--- config.mk ---
export PLATFORM = sky130hd
export DESIGN_NAME = reg_file_16x16
export DESIGN_NICKNAME = d
export VERILOG_FILES = /design/src/rtl/reg_file_16x16.sv
export SDC_FILE = /design/constraint.sdc
export NUM_CORES = 1
export LEC_CHECK = 0
export CORE_UTILIZATION = 45
export CTS_BUF_LIST = sky130_fd_sc_hd__clkbuf_4
export CTS_CLUSTER_SIZE = 24
export DETAILED_ROUTE_END_ITERATION = 10
export HOLD_SLACK_MARGIN = 0.02
export PLACE_DENSITY_LB_ADDON = 0.25
export SYNTH_ARGS = -nofsm -noshare
export SYNTH_HDL_FRONTEND = slang
export SYNTH_SLANG_ARGS = --single-unit
--- constraint.sdc ---
create_clock -name clk -period 4.45 [get_ports clk]
set_input_delay 0.445 -clock clk [delete_from_list [all_inputs] [get_ports clk]]
set_output_delay 0.445 -clock clk [all_outputs]
set_load 0.01 [all_outputs]
--- src/rtl/reg_file_16x16.sv ---
// 16 x 16-bit GPR file with Z/V/N flag register, two combinational read ports, one write port.
// Optional same-cycle write-to-read forwarding when REGFILE_BYPASS_EN is defined.

module dff_16bit #(
  parameter int W = 16
) (
  input  logic         clk,
  input  logic         rst_n,
  input  logic         i_en,
  input  logic [W-1:0] i_d,
  output logic [W-1:0] o_q
);
  logic [W-1:0] r_q;

  always_ff @(posedge clk or negedge rst_n) begin
    if (!rst_n)    r_q <= '0;
    else if (i_en) r_q <= i_d;
  end

  assign o_q = r_q;
endmodule

// Per-bit enables so each flag can be updated independently of the others.
module dff_3bit (
  input  logic       clk,
  input  logic       rst_n,
  input  logic [2:0] i_en,
  input  logic [2:0] i_d,
  output logic [2:0] o_q
);
  logic [2:0] r_q;

  always_ff @(posedge clk or negedge rst_n) begin
    if (!rst_n) r_q <= '0;
    else        r_q <= (r_q & ~i_en) | (i_d & i_en);
  end

  assign o_q = r_q;
endmodule

module reg_file_16x16 #(
  parameter int DATA_W  = 16,
  parameter int NREGS   = 16,
  parameter bit ZERO_R0 = 1'b1
) (
  input  logic                     clk,
  input  logic                     rst_n,
  input  logic [$clog2(NREGS)-1:0] src_reg1,
  input  logic [$clog2(NREGS)-1:0] src_reg2,
  output logic [DATA_W-1:0]        src_data1,
  output logic [DATA_W-1:0]        src_data2,
  input  logic                     write_reg,
  input  logic [$clog2(NREGS)-1:0] dst_reg,
  input  logic [DATA_W-1:0]        dst_data,
  input  logic [2:0]               flag_wen,
  input  logic [2:0]               flag_d,
  output logic [2:0]               flags
);
  localparam int AW = $clog2(NREGS);

  logic [NREGS-1:0]  w_wen;
  logic [DATA_W-1:0] w_q [NREGS];
  logic [2:0]        w_flags_q;
  logic [DATA_W-1:0] w_rd1;
  logic [DATA_W-1:0] w_rd2;

  // write_reg gates the decode first so an unknown dst_reg cannot enable a word
  for (genvar i = 0; i < NREGS; i++) begin : g_word
    assign w_wen[i] = write_reg && (dst_reg == AW'(i)) && (!ZERO_R0 || (i != 0));

    dff_16bit #(.W(DATA_W)) u_word (
      .clk   (clk),
      .rst_n (rst_n),
      .i_en  (w_wen[i]),
      .i_d   (dst_data),
      .o_q   (w_q[i])
    );
  end

  dff_3bit u_flags (
    .clk   (clk),
    .rst_n (rst_n),
    .i_en  (flag_wen),
    .i_d   (flag_d),
    .o_q   (w_flags_q)
  );

  always_comb begin
    w_rd1 = w_q[src_reg1];
    w_rd2 = w_q[src_reg2];
`ifdef REGFILE_BYPASS_EN
    if (write_reg && (src_reg1 == dst_reg)) w_rd1 = dst_data;
    if (write_reg && (src_reg2 == dst_reg)) w_rd2 = dst_data;
`endif
    if (ZERO_R0 && (src_reg1 == '0)) w_rd1 = '0;
    if (ZERO_R0 && (src_reg2 == '0)) w_rd2 = '0;
  end

  assign src_data1 = w_rd1;
  assign src_data2 = w_rd2;

`ifdef REGFILE_BYPASS_EN
  assign flags = (w_flags_q & ~flag_wen) | (flag_d & flag_wen);
`else
  assign flags = w_flags_q;
`endif

endmodule
Yosys cells after proc, flatten, opt, wreduce, memory -nomap -nowiden. Cells that the tools add are included.

Flip-flop bits (word level): 243.

Magnitude comparators: 2. Equal/unequal tests: 15. Mux-type cells: 8. Bitwise gates (word level): 6. Reductions and logical operators: 17.

Operators by type and width (count): binary-select mux 16 bit (select 4 bit) (2); 2-to-1 mux 16 bit (6); == test 4 bit (second input constant) (8); == test 4 x 3 -> 1 bit (second input constant) (4); logical AND 1 bit (15); >= comparator 5 bit (second input constant) (2); inverter 4 -> 5 bit (2); == test 4 x 2 -> 1 bit (second input constant) (2); logical NOT 4 bit (2); AND 3 bit (2); == test 4 x 1 -> 1 bit (second input constant) (1); inverter 3 bit (1); bitwise OR 3 bit (1).

Logic depth before layout (Yosys ltp).
Word-level depth: 5. Gate-level depth with buffers: 7. Mapped depth without buffers: 4.

By module. From an unflattened synthesis, not the netlist that was laid out.

Cells, all modules: 852. Area total of the unflattened synthesis: 13852.0 um^2.

Modules (own cells, without submodules): dff_16bit (instances 15, cells each 34, area each 649.4 um^2, sequential area each 400.4 um^2); reg_file_16x16 (instances 1, cells each 336, area each 3991.3 um^2, sequential area each 0.0 um^2); dff_3bit (instances 1, cells each 6, area each 120.1 um^2, sequential area each 75.1 um^2).

Least setup slack after synthesis. OpenSTA, ideal clock, no wires.

Kind: in2out. Start point: input src_reg1[0]. End point: output src_data1[15]. Data arrival time: 1.738 ns. Data required time: 4.005 ns. Setup slack: 2.267 ns. Stages: 5. Cells stage by stage: buf_2 > mux4_2 > and2_0 > a31o_1 > a221o_1.

Cells in the longest elaborated chain, start to end: 5.

Ends and longest elaborated chain: start: declaration (line 48) `input logic [$clog2(NREGS)-1:0] src_reg1,`; inverter 4 -> 5 bit (implied by the code) (line 89) `w_rd1 = w_q[src_reg1];`; binary-select mux 16 bit (select 4 bit) (line 89); 2-to-1 mux 16 bit (implied by the code) (2 in series) (line 89); 2-to-1 mux 16 bit (*) (line 95) `if (ZERO_R0 && (src_reg1 == '0)) w_rd1 = '0;`; end: declaration (line 50) `output logic [DATA_W-1:0] src_data1,`.

Every way passes the cells marked *; elsewhere a longest branch is shown, timed or not. The select of a mux whose other input is x is not followed.

Worst setup path after layout.
Start point: input src_reg1[2]. End point: output src_data1[5].

Same word-level chain as after synthesis.

==> tab_implementation.tex <==
\begin{tabular}{lr}
\hline
Metric & Value \\
\hline
\multicolumn{2}{l}{\textbf{Yosys}} \\
Largest family of logic cells by synthesized area & multiplexers \\
Syn\_area\_per\_cell & 13.91 um2 \\
Multiplexer fraction of the synthesized cell area & 40.21\% \\
Area of the mapped netlist & around 0.013 mm2 \\
Mapped Cells & 958 \\
Count leader, synth & sky130\_fd\_sc\_hd\_\_mux2\_2 \\
Number of unique standard cell types used by synthesis & 41 \\
Biggest area contributors in the synthesized netlist & sky130\_fd\_sc\_hd\_\_dfrtp\_1 46\%, sky130\_fd\_sc\_hd\_\_mux2\_2 22\%, sky130\_fd\_sc\_hd\_\_mux4\_2 11\%, sky130\_fd\_sc\_hd\_\_mux2i\_1 5.9\%, sky130\_fd\_sc\_hd\_\_mux2\_4 1.2\% \\
Arithmetic-cell share of the synthesized area counting full adders, half adders and majority gates & 0\% \\
Simple-gate area share of the yosys netlist & 4.458\% \\
Cell type contributing the most total cell area after synthesis & sky130\_fd\_sc\_hd\_\_dfrtp\_1 \\
Post-synthesis sequential area ratio & 45.62\% \\
FFs w/ async S/R, synth & 100.0\% \\
Xor-xnor portion of the synthesized cell area & 0\% \\
Share of the synthesized area in the top cell type & 45.62\% \\
Area fraction in compound gates after synthesis & between 6 and 7\% \\
Syn. warnings & 0 \\
Count of flip-flops with a built-in enable after synthesis & 0 \\
Net count of the mapped netlist & 995 \\
Count of state elements after synthesis & around 240 \\
Most used DFF post-synth & sky130\_fd\_sc\_hd\_\_dfrtp\_1 \\
Most frequent cells after synthesis & 261 x sky130\_fd\_sc\_hd\_\_mux2\_2, 243 x sky130\_fd\_sc\_hd\_\_dfrtp\_1, 78 x sky130\_fd\_sc\_hd\_\_mux2i\_1 \\
\multicolumn{2}{l}{\textbf{Die}} \\
Die Y & 174.1 um \\
Number of top-level pins & 72 \\
Horizontal die dimension & 174.1 um \\
Starting utilization of the core area & between 40\% and 50\% \\
Site row count & 62 \\
Total die area & 0.03031 mm2 \\
CORE AREA & 0.02894 mm2 \\
\multicolumn{2}{l}{\textbf{CTS}} \\
Post-CTS setup buffer count & 0 \\
CTS tree & done \\
Clock latency on the worst-skew pair & 0.63 ns \\
\# hold bufs at CTS & 1 \\
\# resized after CTS & 0 \\
Number of buffers on the longest clock path & 3 \\
TritonCTS Buffers & 68 \\
Clock transition at the register clock pins on the worst setup and hold paths after CTS & 0.05 ns \\
Clock tree root driver cell & sky130\_fd\_sc\_hd\_\_clkbuf\_4 \\
Clock Sink Count & 243 \\
H-tree depth reported by CTS & 3 \\
\multicolumn{2}{l}{\textbf{Route}} \\
1st-iter DRT viols & between 600 and 700 \\
Number of optimization iterations in the first detailed-route pass & 5 \\
Wirelength per Cell & 25.35 um \\
Count of unresolved DRC violations after routing & 0 \\
Via count & between 8000 and 9000 \\
Post-route ant nets & 0 \\
Vias per cell & 6.038 \\
Wire length after detailed routing & approximately 37000 um \\
\multicolumn{2}{l}{\textbf{Timing}} \\
Tightest Pin Transition & 1.129 ns \\
Final worst-path cycle share & around 84\% \\
Min cycle time layout & 3.724 ns \\
RSZ-0062 raised after global routing & false \\
Number of failing hold endpoints at the final stage & 0 \\
Final slew viol count & 0 \\
Relative max-transition margin & 24.72\% \\
Number of failing setup endpoints in the final timing report & 0 \\
Achievable clock frequency & between 200 and 300 MHz \\
Final TNS setup & 0 ns \\
Worst Skew & 0 ns \\
Final worst-path setup slack & 0.7259 ns \\
\multicolumn{2}{l}{\textbf{Final layout}} \\
Share of post-route cells with drive strength above 1 & 45.50\% \\
Flip-flop count of the largest register, all copies and words added & 240 \\
Fillcell total & 2449 \\
Final net count & about 1100 \\
Area growth, synth to finish & 14.12\% \\
Core Util, Final & 52.57\% \\
Non-filler cells in the finished layout & 1477 \\
\multicolumn{2}{l}{\textbf{Setup path}} \\
Crit start category & input port \\
Element type at the critical path end & primary output \\
Data required time of the worst path & 4.01 ns \\
Type of the setup path with the least slack & input port to primary output \\
Maximum fanout count along the critical path & 14 \\
Arrival time of data at the critical path endpoint & around 3.3 ns \\
\multicolumn{2}{l}{\textbf{GRT}} \\
Residual overflow from global routing & 0 \\
Largest net degree at the start of global routing & 98 \\
Number of antenna violations at the first check in global routing & 4 \\
Global-route wire length before repair & around 58000 um \\
Total GRT Usage & 25.36\% \\
Number of global-route vias before repair & just over 9000 \\
\multicolumn{2}{l}{\textbf{Placement}} \\
Buffers on Ports & 71 \\
Place WS & 0.7698 ns \\
Number of placed cells counting well taps & around 1400 \\
DP Wirelength & 23090 um \\
GPL Wtd Cong & around 0.78 \\
\multicolumn{2}{l}{\textbf{Pwr}} \\
Pwr Density & 450.7 mW/mm2 \\
Leakage Power & $\sim$6.6 nW \\
Overall power consumption & approximately 7 mW \\
Worst vdd rail ir drop & between 0.0001 and 0.00015 V \\
\multicolumn{2}{l}{\textbf{Worst hold path}} \\
Worst hold path class & input port to asynchronous set/reset pin \\
\multicolumn{2}{l}{\textbf{Job}} \\
Max cap viols & 0 \\
\multicolumn{2}{l}{\textbf{Status}} \\
Status & completed \\
\hline
\end{tabular}
[worst max-delay path, stage by stage]
cell	delay (ns)
sky130_fd_sc_hd__clkdlybuf4s50_1	0.56
sky130_fd_sc_hd__nand2b_1	0.80
sky130_fd_sc_hd__o22ai_1	0.20
sky130_fd_sc_hd__a2111oi_0	0.58
sky130_fd_sc_hd__a21oi_1	0.15
sky130_fd_sc_hd__clkdlybuf4s50_1	0.53
[final timing paths]
kind                                                         endpoint  cells after the start                                  from  slack (ns)
worst max-delay path                                     src_data1[5]                      6                           src_reg1[2]        0.73
worst min-delay path              g_word[9].u_word.o_q[0]$_DFFE_PN0P_                      2                                 rst_n        0.38
worst max register to register   g_word[8].u_word.o_q[14]$_DFFE_PN0P_                      1  g_word[8].u_word.o_q[14]$_DFFE_PN0P_        3.65
worst min register to register                               register                      1                              register        0.51
max in group asynchronous       g_word[15].u_word.o_q[11]$_DFFE_PN0P_                      3                                 rst_n        2.96
min in group clk                                             register                      2                             flag_d[1]        0.41
[per-layer routing]
layer / GRT usage [%] / vias up / share of wire (%)
li1: - / 3900 / -
met1: 36.02 / 4641 / 45
met2: 38.48 / 312 / 46
met3: 5.731 / 63 / 7.0
met4: 8.260 / 2 / 2.3
met5: 0 / - / 0.024
[layout by cell type, fill, tap and decap left out, drive strengths merged, types with 9 or more instances in the layout]
master / synthesis / final
o211ai: 9 / 9
nor2: 27 / 27
clkdlybuf4s50: 0 / 66
clkbuf: 28 / 100
a21oi: 24 / 24
a211o: 10 / 10
mux2: 275 / 275
nand3: 11 / 11
dfrtp: 243 / 243
clkinv: 1 / 9
a2111oi: 14 / 14
mux4: 64 / 64
and3b: 10 / 10
buf: 57 / 38
mux2i: 78 / 78
nand2: 28 / 28
a221oi: 10 / 10
nor2b: 12 / 12
o22ai: 14 / 14
[area by class of cell]
type	count	area, um2	area share (%)
Antenna cell	3	7.507	0.04935
Clock buffer	100	750.7	4.935
Multi-Input combinational cell	628	6779	44.56
Tap cell	384	480.5	3.158
Timing Repair Buffer	105	1008	6.629
Sequential cell	243	6081	39.97
Clock inverter	12	97.59	0.6416
Inverter	2	7.507	0.04935
[stage by stage]
step	area (um2)	hold slack [ns]
6_report	15210	0.3790
5_1_grt	15210	0.3766
4_1_cts	15200	0.3469
3_5_place_dp	14350	0.4954
3_3_place_gp	14350	0.4897
2_1_floorplan	13330	0.1494
[kinds of logic (layout without fill, tap and decap cells)]
group,count (synthesis),count (layout)
mux,417,417
flops,243,243
compound gates,107,107
simple gates,104,104
buf+inv,87,219
other cells,0,3
[power breakdown]
group	switching (mW)	internal, mW	leakage (nW)	total [mW]
combinational	0.684	1.02	3.06	1.70
sequential	0.362	2.72	2.98	3.09
clock	0.935	1.13	0.509	2.07
total	1.98	4.88	6.55	6.86
Note: power is estimated with default switching activity, not from simulation.
